===== config.mk =====
export PLATFORM = sky130hd
export DESIGN_NAME = mem_bus_sequencer
export DESIGN_NICKNAME = d
export VERILOG_FILES = /design/src/rtl/lc3_bus_pkg.sv /design/src/rtl/mem_wait_timer.sv /design/src/rtl/mem_bus_sequencer.sv
export SDC_FILE = /design/constraint.sdc
export NUM_CORES = 1
export LEC_CHECK = 0
export CELL_PAD_IN_SITES_DETAIL_PLACEMENT = 1
export CELL_PAD_IN_SITES_GLOBAL_PLACEMENT = 1
export CORE_ASPECT_RATIO = 2
export CORE_MARGIN = 2
export CORE_UTILIZATION = 36
export DETAILED_ROUTE_END_ITERATION = 16
export HOLD_SLACK_MARGIN = 0.02
export PLACE_DENSITY_LB_ADDON = 0.1
export SLEW_MARGIN = 25
export SYNTH_ARGS = -nofsm -noshare
export SYNTH_HDL_FRONTEND = slang
export SYNTH_SLANG_ARGS = --single-unit
export TNS_END_PERCENT = 5

===== constraint.sdc =====
create_clock -name clk -period 4 [get_ports clk]
set_input_delay 0.8 -clock clk [delete_from_list [all_inputs] [get_ports clk]]
set_output_delay 0.8 -clock clk [all_outputs]
set_load 0.005 [all_outputs]

===== src/rtl/lc3_bus_pkg.sv =====
// -----------------------------------------------------------------------------
// lc3_bus_pkg
// Shared definitions for the LC-3 memory/IO bus master:
//   - seq_state_e           : sequencer FSM states
//   - ACCESS_WRITE/READ     : encodings driven onto R_W
//   - DEFAULT_TIMEOUT_CYCLES: default WAIT limit for the optional timeout
// -----------------------------------------------------------------------------
package lc3_bus_pkg;

  typedef enum logic [2:0] {
    IDLE  = 3'd0,
    ADDR  = 3'd1,
    WDATA = 3'd2,
    WWAIT = 3'd3,
    RWAIT = 3'd4,
    RDATA = 3'd5,
    RESP  = 3'd6
  } seq_state_e;

  localparam logic ACCESS_WRITE = 1'b1;
  localparam logic ACCESS_READ  = 1'b0;

  localparam int DEFAULT_TIMEOUT_CYCLES = 255;

endpackage


===== src/rtl/mem_wait_timer.sv =====
// -----------------------------------------------------------------------------
// mem_wait_timer
// Counts cycles spent waiting for the memory handshake.
// Ports:
//   clk, rst  : clock, asynchronous active-high reset
//   clr_i     : hold the count at zero (asserted whenever not waiting)
//   en_i      : a wait cycle is in progress
//   expired_o : the current wait cycle is number TIMEOUT_CYCLES
// -----------------------------------------------------------------------------
module mem_wait_timer #(
  parameter int TIMEOUT_CYCLES = 255,
  parameter int CNT_W          = 16
) (
  input  logic clk,
  input  logic rst,
  input  logic clr_i,
  input  logic en_i,
  output logic expired_o
);

  logic [CNT_W-1:0] cnt_q, cnt_d;

  always_comb begin
    cnt_d = cnt_q;
    if (clr_i) begin
      cnt_d = '0;
    end else if (en_i) begin
      cnt_d = cnt_q + CNT_W'(1);
    end
  end

  always_ff @(posedge clk or posedge rst) begin
    if (rst) begin
      cnt_q <= '0;
    end else begin
      cnt_q <= cnt_d;
    end
  end

  // cnt_q holds the number of wait cycles already completed, so the first
  // wait cycle sees 0 and the TIMEOUT_CYCLES-th sees TIMEOUT_CYCLES-1.
  assign expired_o = en_i && (cnt_q == CNT_W'(TIMEOUT_CYCLES - 1));

endmodule


===== src/rtl/mem_bus_sequencer.sv =====
// -----------------------------------------------------------------------------
// mem_bus_sequencer
// Upstream master of the LC-3 memory/IO subsystem. Turns one single-word
// read/write request at a time into the LD_MAR / LD_MDR / MIO_EN / R_W /
// GateMDR strobe sequence on the shared BUS, waits for R, and returns the
// result on a valid/ready response channel.
// Ports:
//   clk, rst                      : clock, asynchronous active-high reset
//   req_valid/req_ready           : request handshake (ready only in IDLE)
//   req_we, req_addr, req_wdata   : request fields, latched on acceptance
//   rsp_valid/rsp_ready           : response handshake
//   rsp_rdata, rsp_err            : read data (0 for writes), timeout flag
//   bus_out, bus_oe, bus_in       : BUS drive value / enable, sampled BUS
//   LD_MAR, LD_MDR, MIO_EN, R_W,
//   GateMDR                       : memory subsystem control strobes
//   R                             : access-complete handshake
// Build option: define MEM_BUS_SEQUENCER_TIMEOUT_EN to abort a WAIT after
// TIMEOUT_CYCLES cycles with rsp_err = 1. Without it WAIT is unbounded and
// rsp_err is tied to 0.
// -----------------------------------------------------------------------------
module mem_bus_sequencer
  import lc3_bus_pkg::*;
#(
  parameter int TIMEOUT_CYCLES = DEFAULT_TIMEOUT_CYCLES,
  parameter int CNT_W          = 16
) (
  input  logic        clk,
  input  logic        rst,
  input  logic        req_valid,
  output logic        req_ready,
  input  logic        req_we,
  input  logic [15:0] req_addr,
  input  logic [15:0] req_wdata,
  output logic        rsp_valid,
  input  logic        rsp_ready,
  output logic [15:0] rsp_rdata,
  output logic        rsp_err,
  output logic [15:0] bus_out,
  output logic        bus_oe,
  input  logic [15:0] bus_in,
  output logic        LD_MAR,
  output logic        LD_MDR,
  output logic        MIO_EN,
  output logic        R_W,
  output logic        GateMDR,
  input  logic        R
);

  seq_state_e  state_q, state_d;
  logic        we_q;
  logic [15:0] addr_q, wdata_q, rdata_q;
  logic        accept;
  logic        waiting;
  logic        timer_expired;
  logic        timeout_hit;

  assign accept  = (state_q == IDLE) && req_valid;
  assign waiting = (state_q == WWAIT) || (state_q == RWAIT);
  // R has priority over the timer when both occur in the same cycle.
  assign timeout_hit = waiting && !R && timer_expired;

  always_comb begin
    state_d   = state_q;
    req_ready = 1'b0;
    rsp_valid = 1'b0;
    bus_out   = 16'h0000;
    bus_oe    = 1'b0;
    LD_MAR    = 1'b0;
    LD_MDR    = 1'b0;
    MIO_EN    = 1'b0;
    R_W       = ACCESS_READ;
    GateMDR   = 1'b0;
    case (state_q)
      IDLE: begin
        req_ready = 1'b1;
        if (req_valid) state_d = ADDR;
      end
      ADDR: begin
        bus_out = addr_q;
        bus_oe  = 1'b1;
        LD_MAR  = 1'b1;
        state_d = (we_q == ACCESS_WRITE) ? WDATA : RWAIT;
      end
      WDATA: begin
        bus_out = wdata_q;
        bus_oe  = 1'b1;
        LD_MDR  = 1'b1;
        state_d = WWAIT;
      end
      WWAIT: begin
        MIO_EN = 1'b1;
        R_W    = ACCESS_WRITE;
        if (R || timeout_hit) state_d = RESP;
      end
      RWAIT: begin
        MIO_EN = 1'b1;
        R_W    = ACCESS_READ;
        LD_MDR = 1'b1;
        if (R) begin
          state_d = RDATA;
        end else if (timeout_hit) begin
          state_d = RESP;
        end
      end
      RDATA: begin
        // MIO_EN is already low here, so the subsystem starts clearing R
        // while MDR is gated onto the bus.
        GateMDR = 1'b1;
        state_d = RESP;
      end
      RESP: begin
        rsp_valid = 1'b1;
        if (rsp_ready) state_d = IDLE;
      end
      default: state_d = IDLE;
    endcase
  end

  always_ff @(posedge clk or posedge rst) begin
    if (rst) begin
      state_q <= IDLE;
      we_q    <= 1'b0;
      addr_q  <= 16'h0000;
      wdata_q <= 16'h0000;
      rdata_q <= 16'h0000;
    end else begin
      state_q <= state_d;
      if (accept) begin
        we_q    <= req_we;
        addr_q  <= req_addr;
        wdata_q <= req_wdata;
        // Cleared here so writes and aborted reads report 0.
        rdata_q <= 16'h0000;
      end else if (state_q == RDATA) begin
        rdata_q <= bus_in;
      end
    end
  end

  assign rsp_rdata = rdata_q;

`ifdef MEM_BUS_SEQUENCER_TIMEOUT_EN
  logic err_q;

  mem_wait_timer #(
    .TIMEOUT_CYCLES(TIMEOUT_CYCLES),
    .CNT_W         (CNT_W)
  ) u_wait_timer (
    .clk      (clk),
    .rst      (rst),
    .clr_i    (!waiting),
    .en_i     (waiting),
    .expired_o(timer_expired)
  );

  always_ff @(posedge clk or posedge rst) begin
    if (rst) begin
      err_q <= 1'b0;
    end else if (accept) begin
      err_q <= 1'b0;
    end else if (timeout_hit) begin
      err_q <= 1'b1;
    end
  end

  assign rsp_err = err_q;
`else
  logic unused_cfg;
  assign unused_cfg    = ^{TIMEOUT_CYCLES, CNT_W};
  assign timer_expired = 1'b0;
  assign rsp_err       = 1'b0;
`endif

endmodule

==> reports/qor.yml, run 1 <==
placement:
  dp_cells: 385
  pre_cts_ws_ps: 1290
  dp_hpwl_mm: 4.94
  gp_congestion: 0.720
  io_buffers: 93
grt:
  grt_use_total: 0.190
  grt_pass1_vias: 2234
  top_usage_layer: "met2"
  grt_util_met3: 0.0371
  met2_usage: 0.364
  grt_pass1_wl_mm: 11.2
  use_met1: 0.204
  overflow: 0
  grt_max_degree: 36
  antenna_found_initial: 0
critical_path:
  cp_max_fo: 27
  worstPathCellList: "buf_4, nor2b_1, buf_4, nand2_2, inv_1, clkdlybuf4s50_1"
  worst_path_most_repeated_cell: "buf_4"
  path_buf_inv: 4
  cp.depth: 6
  cp-end-kind: "primary output"
  required_ps: 3200
  crit_path_top_delay_cell: "clkdlybuf4s50_1"
  start_kind: "flip-flop"
  cpPeakStageDelay_ps: 500
  critical_path_arrival_ps: 2220
  path_class: "reg2out"
  reg2reg_depth: 4
  cp_top_family: "buffers and inverters"
cts:
  cts.repair.resized: 0
  ctsRootBufferMaster: "clkbuf_16"
  cts.reportedPaths.clkPinSlew_ps: 60
  cts_tree: "yes"
  cts.path.max_buffers: 2
  holdBufCountCts: 0
  insertion_delay_ps: 290
  post_cts_buffers: 0
  clkSinkCount: 52
  cts.htree.levels: 2
  cts_buffers: 5
power_and_ir_drop:
  fin_total_pwr_mw: 2.70
  cellLeakagePower_nw: 1.52
  powerDensity_nw_per_um2: 746
  max-vdd-ir-drop_v: 0.000378
logic_synthesis:
  async_flop_share: 1.00
  syn_nets: 270
  syn_area_sq_um: 2460
  yosys.area_share.simple: 0.122
  synth_seq_cells: 52
  yosys.area.top_type: "dfrtp_1"
  synthMuxAreaShare: 0.151
  synth.top_cell.area_share: 0.529
  synthXorXnorAreaFrac: 0
  ys.warnings.count: 0
  synth_edf_count: 0
  syn_inst: 216
  synth.distinct_cells: 26
  ys.flop_type: "dfrtp_1"
  synth_top_family_by_area: "multiplexers"
  yosys.area_share.adder: 0
  synth_common_cells: "dfrtp_1 (52), nor2_1 (52), mux2_2 (33)"
  syn_area_per_cell_sq_um: 11.4
  synth-compound-area-share: 0.144
  yosys-top-cells-area: "dfrtp_1 (53%), mux2_2 (15%), nor2_1 (7.9%)"
  ys_seq_area_frac: 0.529
sta:
  final.setup.worst_slack_ps: 977
  setup_viol: 0
  fin_setup_tns_ps: 0
  tightest_slew_ps: 746
  period_share: 0.756
  finClkSkew_ps: 5.16
  finalHoldViolCount: 0
  finalMaxSlewViolations: 0
  relSlewSlack: 0.502
  post-route-min-period_ps: 3020
  hold_ws_ps: 509
  fmax_mhz: 331
  grt_setup_unrepaired: "no"
finish:
  area_growth_syn_to_layout_pct: 47.3
  final_cells: 393
  ff_latch_area_sq_um: 1300
  drive_gt1_frac: 0.226
  num-fill-cells: 717
  multi_input_area_sq_um: 1030
  fin_nets: 358
  diodes: 0
flow_run:
  cap_violations: 0
detailed_routing:
  ant_nets: 0
  viasPerCell: 5.13
  wl_per_cell_um: 17.1
  num_vias: 2018
  wirelength_mm: 6.73
  first_pass_iters: 4
  drc: 0
  drtIter0Drc: 106
floorplan:
  initial_core_util: 0.372
  io-pin-count: 95
  core_sq_um: 6620
  dieArea_sq_um: 7550
  die_w_um: 62.5
  fp.dieH_um: 121
  num_rows: 42
hold_path:
  min_path_type: "reg2reg"
  whs_path_depth: 1
run_status:
  status: "complete, no violations"
-- flip-flops by register name (all words and copies together) (netlist names) --
register	flops
addr_q	16
rsp_rdata	16
wdata_q	16
state_q	3
we_q	1
-- stage by stage --
stage	utilization	cell area [sq um]
after detailed placement	0.520	3440
after floorplan	-	2460
after global routing	0.548	3630
after CTS	0.548	3630
after global placement	0.520	3440
final	0.548	3630
-- power by group --
group,switching (mW),internal (mW)
combinational,0.520,0.734
sequential,0.173,0.759
clock,0.188,0.330
-- cell type report --
cell class,instances,area share
clock inverter,1,0.00828
multi-input combinational,141,0.284
tap,88,0.0304
timing repair buffer,101,0.273
sequential,52,0.359
inverter,3,0.00311
clock buffer,7,0.0421
-- metal layers --
layer | vias to the layer above | routed length [um]
met5 | - | 0
met4 | 0 | 96
met3 | 9 | 244
met2 | 60 | 3920
met1 | 1014 | 2470
li1 | 935 | -
-- cells by family (layout without fill, tap and decap cells) --
logic type | Yosys count | after routing
other | 1 | 1
AND/OR/NAND/NOR | 67 | 67
AO/OA/AOI/OAI | 40 | 40
buffers and inverters | 23 | 112
multiplexers | 33 | 33
flip-flops | 52 | 52
-- final timing paths --
| path | startpoint | to | slack (ps) |
|---|---|---|---|
| max in group asynchronous | rst | addr_q[0] | 2310 |
| hold / removal | wdata_q[14] | wdata_q[14] | 510 |
| setup / recovery | state_q[0] | GateMDR | 980 |
| hold reg to reg | wdata_q[14] | wdata_q[14] | 510 |
| min in group asynchronous | rst | rsp_rdata[3] | 960 |
| setup reg to reg | state_q[0] | wdata_q[7] | 2210 |
-- cell usage in the layout (no fill, tap or decap), drive strengths merged, types with 2 or more instances in the layout --
| cell type | netlist | final |
|---|---|---|
| dfrtp | 52 | 52 |
| clkbuf | 7 | 7 |
| o21ai | 3 | 3 |
| clkdlybuf4s50 | 0 | 93 |
| buf | 13 | 8 |
| nor2b | 3 | 3 |
| a22oi | 16 | 16 |
| o221a | 16 | 16 |
| nor2 | 52 | 52 |
| inv | 3 | 3 |
| mux2 | 33 | 33 |
| nand3 | 2 | 2 |
| nand2 | 3 | 3 |
| nand2b | 3 | 3 |
Power figures use the tool's default switching activity.
==> run 2, diff against run 1 <==
--- a/config.mk
+++ b/config.mk
@@ -9,7 +9,7 @@
 export CELL_PAD_IN_SITES_GLOBAL_PLACEMENT = 1
 export CORE_ASPECT_RATIO = 2
 export CORE_MARGIN = 2
-export CORE_UTILIZATION = 36
+export CORE_UTILIZATION = 33
 export DETAILED_ROUTE_END_ITERATION = 16
 export HOLD_SLACK_MARGIN = 0.02
 export PLACE_DENSITY_LB_ADDON = 0.1
==> constraint.sdc (replaced) <==
create_clock -name clk -period 3.1 [get_ports clk]
set_input_delay 0.62 -clock clk [delete_from_list [all_inputs] [get_ports clk]]
set_output_delay 0.62 -clock clk [all_outputs]
set_load 0.005 [all_outputs]
==> reports/qor.yml, run 2 (synthesis gave the netlist of run 1 again) <==
run_status:
  status: "complete, no violations"
sta:
  post-route-min-period_ps: 2740
  relSlewSlack: 0.415
  setup_viol: 0
  fin_setup_tns_ps: 0
  grt_setup_unrepaired: "no"
  fmax_mhz: 365
  final.setup.worst_slack_ps: 362
  finalHoldViolCount: 0
  finClkSkew_ps: 4.61
  tightest_slew_ps: 876
  finalMaxSlewViolations: 0
  period_share: 0.883
critical_path:
  rr_startpoint: "state_q[0]"
  path_class: "reg2out"
  rrSetupSlack_ps: 1200
  critical_path_arrival_ps: 2120
  cp-end-kind: "primary output"
  crit_path_top_delay_cell: "dfrtp_1"
  cp_top_family: "buffers and inverters"
  worstReg2RegEnd: "addr_q[12]"
  cp_max_fo: 19
  required_ps: 2480
  worstPathCellList: "nor2b_1, buf_4, nand2_2, inv_1, clkdlybuf4s50_1"
  path_buf_inv: 3
  cpPeakStageDelay_ps: 530
  reg2reg_depth: 4
  start_kind: "flip-flop"
finish:
  final_common_cell: "clkdlybuf4s50_1"
  diodes: 0
  fin_nets: 359
  num-fill-cells: 807
  drive_gt1_frac: 0.229
  area_growth_syn_to_layout_pct: 46.5
  multi_input_area_sq_um: 1030
  ff_latch_area_sq_um: 1300
  finalCoreUtilization: 0.496
  final_cells: 398
  mostFrequentLayoutCells: "clkdlybuf4s50_1 (93), nor2_1 (52), dfrtp_1 (52), mux2_2 (33)"
detailed_routing:
  first_pass_iters: 4
  num_vias: 2008
  drc: 0
  ant_nets: 0
  wirelength_mm: 6.66
  wl_per_cell_um: 16.7
  drtIter0Drc: 65
  viasPerCell: 5.05
grt:
  grt_max_degree: 42
  grt_use_total: 0.172
  grt_pass1_vias: 2217
  antenna_found_initial: 0
  overflow: 0
  grt_pass1_wl_mm: 10.9
floorplan:
  num_rows: 44
  dieArea_sq_um: 8210
  fp.dieH_um: 126
  core_sq_um: 7270
  io-pin-count: 95
  initial_core_util: 0.339
  die_w_um: 65.1
power_and_ir_drop:
  max-vdd-ir-drop_v: 0.000503
  fin_total_pwr_mw: 3.37
  powerDensity_nw_per_um2: 936
  cellLeakagePower_nw: 1.51
cts:
  holdBufCountCts: 0
  cts_buffers: 5
  cts.reportedPaths.clkPinSlew_ps: 70
  cts.htree.levels: 2
  cts.repair.resized: 0
  clkSinkCount: 52
  post_cts_buffers: 0
  cts.path.max_buffers: 2
  cts_tree: "yes"
  insertion_delay_ps: 290
  ctsRootBufferMaster: "clkbuf_16"
flow_run:
  cap_violations: 0
hold_path:
  whs_path_depth: 1
  min_path_type: "reg2reg"
  hold_path_end: "addr_q[14]"
  holdCritStartpoint: "addr_q[14]"
placement:
  dp_hpwl_mm: 4.85
  io_buffers: 93
  gp_congestion: 0.750
  pre_cts_ws_ps: 663
  dp_cells: 390
run 2: stage by stage:
step                      hold WS, ps  cell area, sq um
final                             510              3600
after global routing              533              3600
after CTS                         514              3600
after detailed placement          500              3460
after global placement            490              3460
after floorplan                   469              2460
run 2: final cells by class:
type | count | share of cell area
clock inverters | 2 | 0.00278
clock buffers | 6 | 0.0385
flip-flops and latches | 52 | 0.361
inverters | 3 | 0.00312
multi-input cells | 141 | 0.286
repair buffers | 102 | 0.277
well taps | 92 | 0.0319
run 2: worst max-delay path by stage:
stage / from / to / slack [ps] / depth (start not counted)
6_report: state_q[1] / GateMDR / 360 / 5
5_1_grt: state_q[1] / GateMDR / 220 / 5
4_1_cts: state_q[1] / GateMDR / 340 / 5
3_5_place_dp: state_q[1] / GateMDR / 660 / 5
3_3_place_gp: state_q[1] / GateMDR / 660 / 5
2_1_floorplan: rst / addr_q[0] / 1220 / 1
run 2: routing by layer:
layer	global-route usage	routed length (um)
met1	0.187	2450
met2	0.326	3830
met3	0.0339	283
met4	0.0515	94
met5	0	0
run 2: where the power goes:
group | switching [mW] | leakage (nW) | internal (mW)
combinational | 0.669 | 0.788 | 0.947
sequential | 0.223 | 0.643 | 0.980
clock | 0.236 | 0.0766 | 0.318
run 2: worst reg2reg max path: stages, from the launching register on:
cell	delay [ps]
dfrtp_1	400
buf_4	230
nor4b_4	310
buf_4	440
mux2_2	410
==> run 3, diff against run 2 <==
--- a/config.mk
+++ b/config.mk
@@ -10,6 +10,7 @@
 export CORE_ASPECT_RATIO = 2
 export CORE_MARGIN = 2
 export CORE_UTILIZATION = 33
+export CTS_CLUSTER_DIAMETER = 80
 export DETAILED_ROUTE_END_ITERATION = 16
 export HOLD_SLACK_MARGIN = 0.02
 export PLACE_DENSITY_LB_ADDON = 0.1
==> results of run 3 <==
Same layout as run 2: the final DEF is identical, and so are final timing and power.
